==> src/rtl/mic_sample_reader.sv <==
// APB reader for the SPI microphone wrapper: one read per irq edge, samples
// land in a first-word-fall-through circular buffer with drop/error accounting.
//
// state  | meaning
// -------+-----------------------------------------------------------
// IDLE   | no transfer; waiting for an irq edge or a pending request
// SETUP  | APB setup phase (PSEL=1, PENABLE=0), always one cycle
// ACCESS | APB access phase, waiting for PREADY or the wait timeout
module mic_sample_reader #(
    parameter int          DEPTH       = 16,
    parameter logic [11:0] SAMPLE_ADDR = 12'h000,
    parameter int          TIMEOUT     = 15
) (
    input  logic                     sysclk,
    input  logic                     reset,
    input  logic                     irq,
    output logic                     PSEL,
    output logic                     PENABLE,
    output logic                     PWRITE,
    output logic [11:0]              PADDR,
    output logic [31:0]              PWDATA,
    input  logic [31:0]              PRDATA,
    input  logic                     PREADY,
    input  logic                     PSLVERR,
    input  logic                     rd_en,
    output logic [11:0]              rd_data,
    output logic                     rd_valid,
    output logic [$clog2(DEPTH):0]   count,
    output logic                     overflow,
    output logic [7:0]               drop_count,
    output logic [7:0]               err_count,
    output logic                     busy
);

    localparam int PW = $clog2(DEPTH);
    localparam int CW = PW + 1;
    localparam int TW = (TIMEOUT > 1) ? $clog2(TIMEOUT) : 1;

    typedef enum logic [1:0] {
        S_IDLE   = 2'd0,
        S_SETUP  = 2'd1,
        S_ACCESS = 2'd2
    } state_t;

    state_t          state, state_n;
    logic            pending, pending_n;
    logic            irq_q;
    logic [TW-1:0]   wait_cnt;

    logic [11:0]     mem [DEPTH];
    logic [PW-1:0]   wr_ptr, rd_ptr;

    logic            irq_edge;
    logic            in_access;
    logic            timeout_hit;
    logic            xfer_done;
    logic            access_exit;
    logic            push_req;
    logic            bus_err;
    logic            pend_drop;
    logic            full;
    logic            pop;
    logic            push_ok;
    logic            fifo_drop;

    logic            unused_prdata;
    assign unused_prdata = ^PRDATA[31:12];

    assign irq_edge    = irq & ~irq_q;
    assign in_access   = (state == S_ACCESS);
    // Down-counter loaded in SETUP; terminal count in ACCESS means the
    // TIMEOUT-th access cycle has been reached without PREADY.
    assign timeout_hit = in_access && !PREADY && (wait_cnt == '0);
    assign xfer_done   = in_access && PREADY;
    assign access_exit = xfer_done || timeout_hit;
    assign push_req    = xfer_done && !PSLVERR;
    assign bus_err     = (xfer_done && PSLVERR) || timeout_hit;
    assign pend_drop   = irq_edge && pending && (state != S_IDLE);

    assign full      = (count == CW'(DEPTH));
    assign pop       = rd_en && rd_valid;
    assign push_ok   = push_req && (!full || pop);
    assign fifo_drop = push_req && full && !pop;

    assign PSEL     = (state != S_IDLE);
    assign PENABLE  = in_access;
    assign PWRITE   = 1'b0;
    assign PADDR    = SAMPLE_ADDR;
    assign PWDATA   = 32'h0;
    assign busy     = (state != S_IDLE);
    assign rd_valid = (count != '0);
    assign rd_data  = mem[rd_ptr];

    always_ff @(posedge sysclk) begin
        if (reset) begin
            state    <= S_IDLE;
            pending  <= 1'b0;
            irq_q    <= 1'b0;
            wait_cnt <= '0;
        end else begin
            state   <= state_n;
            pending <= pending_n;
            irq_q   <= irq;
            if (state == S_SETUP) begin
                wait_cnt <= TW'(TIMEOUT - 1);
            end else if (in_access && !PREADY && (wait_cnt != '0)) begin
                wait_cnt <= wait_cnt - TW'(1);
            end
        end
    end

    always_comb begin
        state_n   = state;
        pending_n = pending;
        case (state)
            S_IDLE: begin
                if (irq_edge || pending) begin
                    state_n   = S_SETUP;
                    pending_n = 1'b0;
                end
            end
            S_SETUP: begin
                state_n = S_ACCESS;
                if (irq_edge) begin
                    pending_n = 1'b1;
                end
            end
            S_ACCESS: begin
                if (access_exit) begin
                    // A pending request is consumed here; an edge arriving
                    // alongside it was already counted as a drop.
                    state_n   = (pending || irq_edge) ? S_SETUP : S_IDLE;
                    pending_n = 1'b0;
                end else if (irq_edge) begin
                    pending_n = 1'b1;
                end
            end
            default: begin
                state_n   = S_IDLE;
                pending_n = 1'b0;
            end
        endcase
    end

    always_ff @(posedge sysclk) begin
        if (push_ok) begin
            mem[wr_ptr] <= PRDATA[11:0];
        end
    end

    always_ff @(posedge sysclk) begin
        if (reset) begin
            wr_ptr     <= '0;
            rd_ptr     <= '0;
            count      <= '0;
            overflow   <= 1'b0;
            drop_count <= 8'h00;
            err_count  <= 8'h00;
        end else begin
            if (push_ok) begin
                wr_ptr <= wr_ptr + PW'(1);
            end
            if (pop) begin
                rd_ptr <= rd_ptr + PW'(1);
            end
            if (push_ok && !pop) begin
                count <= count + CW'(1);
            end else if (pop && !push_ok) begin
                count <= count - CW'(1);
            end
            if (fifo_drop || pend_drop) begin
                overflow <= 1'b1;
                if (drop_count != 8'hFF) begin
                    drop_count <= drop_count + 8'h01;
                end
            end
            if (bus_err && (err_count != 8'hFF)) begin
                err_count <= err_count + 8'h01;
            end
        end
    end

endmodule

==> config.mk <==
export PLATFORM = sky130hd
export DESIGN_NAME = mic_sample_reader
export DESIGN_NICKNAME = d
export VERILOG_FILES = /design/src/rtl/mic_sample_reader.sv
export SDC_FILE = /design/constraint.sdc
export NUM_CORES = 1
export LEC_CHECK = 0
export CORE_MARGIN = 2
export CORE_UTILIZATION = 40
export CTS_CLUSTER_SIZE = 25
export DETAILED_ROUTE_END_ITERATION = 12
export SYNTH_ARGS = -nofsm -noshare
export SYNTH_HDL_FRONTEND = slang
export SYNTH_SLANG_ARGS = --single-unit
==> constraint.sdc <==
create_clock -name sysclk -period 4.05 [get_ports sysclk]
set_input_delay 1.0125 -clock sysclk [delete_from_list [all_inputs] [get_ports sysclk]]
set_output_delay 1.0125 -clock sysclk [all_outputs]
set_load 0.01 [all_outputs]
# [Word level (Yosys, flattened, before mapping)]
# Memory sizes are Yosys's and may differ from the RTL's. A register that Yosys moved wholly into a read port is not among the register bits.
# Index checks and enable logic that the tools add are counted.
[classes] bitwise=2 addsub=7 n_eq_ne=7 muxes=16 n_reduce_logical=35
[ops] op="8-bit by 1-bit adder with 8-bit output, second input constant" count=2
[ops] op="4-bit 2-to-1 mux" count=4
[ops] op="8-bit inequality test, second input constant" count=2
[ops] op="1-bit logical AND" count=15
[ops] op="5-bit 2-to-1 mux" count=2
[ops] op="4-bit by 1-bit adder with 4-bit output, second input constant" count=2
[ops] op="1-bit 2-to-1 mux" count=6
[ops] op="2-bit one-hot mux with 3 select lines" count=1
[ops] op="2-bit nonzero test" count=3
[ops] op="5-bit by 1-bit adder with 5-bit output, second input constant" count=1
[ops] op="5-bit equality test, second input constant" count=1
[ops] op="1-bit zero test" count=5
[ops] op="1-bit logical OR" count=5
[ops] op="5-bit nonzero test" count=1
[ops] op="5-bit by 1-bit subtractor with 5-bit output, second input constant" count=1
[ops] op="4-bit zero test" count=1
[ops] op="2-bit 2-to-1 mux" count=2
[ops] op="2-bit AND reduction" count=2
[ops] op="4-bit nonzero test" count=1
[ops] op="4-bit by 1-bit subtractor with 4-bit output, second input constant" count=1
[ops] op="1-bit one-hot mux with 3 select lines" count=1
[ops] op="2-bit by 1-bit equality test with 1-bit output, second input constant" count=1
[ops] op="2-bit equality test, second input constant" count=1
[ops] op="2-bit zero test" count=1
[ops] op="5 further kinds" count=5
[totals] elab_cells=79 in_bits=38 output_inout_bits=83 n_memories=1 mem_bits_rw=192 reg_bits=38
[memory_table] name="mem" words=16 width=12 rd=1 rd_clocked_by_memory_dff=1 wr=1 line_no="50" rtl="logic [11:0] mem [DEPTH];"

# [Logic depth before layout (Yosys ltp)]
[logic_depth] depth_word=8 ltp_mapped=11 mapped_depth_nobuf=11

# [Worst setup path before layout]
# OpenSTA, ideal clock, no wires.
[synth_path] path_kind="input-to-reg" start="in PSLVERR" end="reg count[4]" path_buffers=0 stages=9 path_slack_ns=0.737 setup_ns=0.121 arrival_ns=3.192 required_time_ns=3.929 path_cell_list="nand3b_1 -> a21oi_1 -> ha_1 -> inv_1 -> fa_1 -> a21o_1 -> a21oi_1 -> mux2i_1 -> mux2_2"
[synth_between] elab_chain_cells=6 elab_cells_between_ends=8 classes_between="mux: 1; reduce/logical: 7"
[synth_lines] element="start, declared" line_no="24" rtl="input logic PSLVERR,"
[synth_lines] element="1-bit zero test *" line_no="76" rtl="assign push_req = xfer_done && !PSLVERR;"
[synth_lines] element="1-bit logical AND *" line_no="76"
[synth_lines] element="1-bit logical AND *" line_no="82" rtl="assign push_ok = push_req && (!full || pop);"
[synth_lines] element="net push_ok" line_no="63" rtl="logic push_ok;"
[synth_lines] element="1-bit zero test" line_no="168" rtl="end else if (pop && !push_ok) begin"
[synth_lines] element="1-bit logical AND" line_no="168"
[synth_lines] element="2-bit nonzero test (no line)"
[synth_lines] element="end signal, assigned" line_no="167" rtl="count <= count + CW'(1);"
[synth_lines] element="end signal, assigned" line_no="169" rtl="count <= count - CW'(1);"
[synth_lines] element="end, declared" line_no="28" rtl="output logic [$clog2(DEPTH):0] count,"
# Mark *: on every way through the listed nets, which the timed path passes. The rest lies on a longest branch.
# A chain may end at the register's enable or synchronous reset.

==> run summary <==
Status = finished, final reports clean
WL per Instance = 19.6 µm
Crit path max-delay family = multiplexers
Proportion of netlist area held by the largest area contributor = 59.2%
Startpoint Class = flip-flop
Post-CTS sizing = 0
Internal power = 0.00455 W
Post-CTS Setup Repair Bufs = 0
Via count = 5,092
Hold Vio Cnt, Final = 0
Synth Instances = 570
Area Growth Syn to Fin = 18.2%
Max-cap viol count = 0
Setup TNS = 0 ns
Sw Share = 22.9%
CP most frequent cell = mux4_2
Synthesized area per cell = 17.1 µm²
Dominant cell type by area after synthesis = edfxtp_1
Clock Skew = 0.0102 ns
Fill count = 2,116
DP HPWL = 11,600 µm
Slowest library cell on the worst path = dfxtp_4
Clock Tree Buf Depth = 3
CTS buffer count = 26
WHS Path Cells = 1
Top cells by area, synth = edfxtp_1 (59%), mux4_2 (14%), dfxtp_1 (8.6%)
Die area = 25,600 µm²
Layout cells sized above 1 = 20.0%
PortBufs = 55
Met2 Track Usage GR = 27.1%
Clock power share = 38.7%
CTS tree = done
Number of primary I/O pins = 121
Slowest stage delay, CP = 0.56 ns
Root Driver = clkbuf_16
HP Class = flip-flop to flip-flop
R2R cell count = 9
Post-CTS Hold Buffers = 0
1st-iter DRT viols = 265
Comb pwr share = 15.4%
CP endpoint kind = output pin
GR Overflow Total = 0
Post-route antenna net violation count = 0
TritonRoute pass-1 iters = 6
Fmax = 257 MHz
M3 GR Usage = 2.81%
Drt drc = 0
Count of cell types in the netlist = 50
Clk_lat worst skew = 0.51 ns
Reg clk slew, reported paths = 0.06 ns
Vias in the first global route = 5,321
Ys async rst share = 0%
Final nets = 710
Largest net degree at the start of global routing = 49
EDFF count, synth = 192
Area of the core = 24,100 µm²
Flop pwr share = 45.9%
Cell area after layout = 11,500 µm²
Tightest Pin Transition = 0.870 ns
Slew Limit Fails = 0
Min Tclk post-route = 3.89 ns
Crit Path Category = flip-flop to output pin
Synth warnings = 0
Via density = 5.10
Crit-path cells = buf_12, mux4_2, mux4_2, clkdlybuf4s50_1
Chip width = 160 µm
Buf/Inv on CP = 2
Sequential cell area = 6610 µm²
RePlAce Congestion = 0.807
Sequential-to-total area share from yosys stat = 67.8%
Die Height = 160 µm
Cell area after synthesis = 9750 µm²
Unrepaired setup endpoints after global routing = no
Worst path required time = 3.04 ns
Power Density = 513 nW/µm²
Starting density of the core = 40.4%
Yosys reg bits = 234
Worst vdd ir = 317 µV
Switch Pwr = 0.00135 W
Sink Count = 234
Antenna cell count = 0
Gr busiest metal = met2
Worst path arrival time = 2.88 ns
First-pass GRT wire length = 30,000 µm
Tot GR Track Use = 15.3%
Most common cell after layout, fill and taps aside = edfxtp_1
Initial antenna violation count = 0
Met1 Usage GRT = 19.5%
Final non-filler cell total = 998
Final worst-path cycle share = 96.2%
Routed wire length = 19,600 µm
Placed cell area = 10,700 µm²
LEAKAGE = 3.74 nW
Relative slew slack = 41.9%
Placed Cells = 951
Crit path depth = 4
Area of the multi-input gates = 2840 µm²
Commonest cells after routing, fill and taps aside = edfxtp_1 (192), mux4_2 (60), clkdlybuf4s50_1 (55)
H-tree levels = 1
R2R Setup Slk = 0.86 ns
Row cnt = 57
CP max FO = 24
Finished Core Util = 47.8%
# setup viols final = 0
Top FF cell, synth = edfxtp_1
-- flip-flops by register name (all words and copies together) (netlist names), named ones only --
name and cells:
mem 192, drop_count 8, err_count 8, count 5, rd_ptr 4, wait_cnt 4
wr_ptr 4, state 2, irq_q 1, overflow 1, pending 1
-- layer usage --
| metal | routed length, µm | share of wire, % |
|---|---|---|
| met5 | 0 | 0 |
| met4 | 316 | 1.6 |
| met3 | 1440 | 7.3 |
| met2 | 10100 | 51 |
| met1 | 7750 | 40 |
-- area by class of cell --
class                           count  area share, %
Clock inverter                     15           1.30
Sequential cell                   234           57.4
Clock buffer                       32           6.03
Multi-Input combinational cell    299           24.6
Inverter                           12          0.391
Timing Repair Buffer               82           6.76
Tap cell                          324           3.52
-- Yosys cell counts, drive strengths merged, types with 6 or more instances --
master,number
nor3,8
ha,16
nand3,10
or4,11
clkbuf,16
buf,53
mux4,60
dfxtp,42
xor2,6
mux2i,7
edfxtp,192
o31ai,10
nor2b,6
a21oi,21
nand2,13
nor2,35
inv,12
-- stage by stage --
stage / setup WS (ns) / power [W] / hold WS (ns)
after CTS: 0.0781 / 0.00599 / 0.481
after detailed placement: 0.258 / 0.00368 / 0.459
after global routing: 0.00663 / 0.00615 / 0.502
final: 0.155 / 0.00591 / 0.485
after floorplan: 0.737 / 0.00340 / 0.470
after global placement: 0.280 / 0.00366 / 0.451
-- path summary, 6_finish.rpt --
kind,end,start
worst max-delay path,rd_data[3],flip-flop
worst min-delay path,overflow$_SDFFE_PP0P_,overflow$_SDFFE_PP0P_
worst max register to register,count[4]$_SDFFE_PP0P_,count[0]$_SDFFE_PP0P_
worst min register to register,overflow$_SDFFE_PP0P_,overflow$_SDFFE_PP0P_
-- logic make-up after synthesis --
group           Yosys count  synth area share [%]
flops                   234                  67.8
xor+xnor                 10                 0.899
compound gates           52                  3.45
buf+inv                  81                  5.01
other cells               1                0.0385
fa+ha+maj                17                  2.26
simple gates            107                  5.85
mux                      68                  14.7
-- power by group through the flow --
stage	combinational (W)	sequential (W)	clock, W
finish	0.000909	0.00271	0.00229
global route	0.000993	0.00272	0.00244
CTS	0.000928	0.00271	0.00235
detailed placement	0.000920	0.00276	0
global placement	0.000907	0.00276	0
floorplan	0.000668	0.00273	0
No activity file was read; power rests on OpenSTA's default activity.
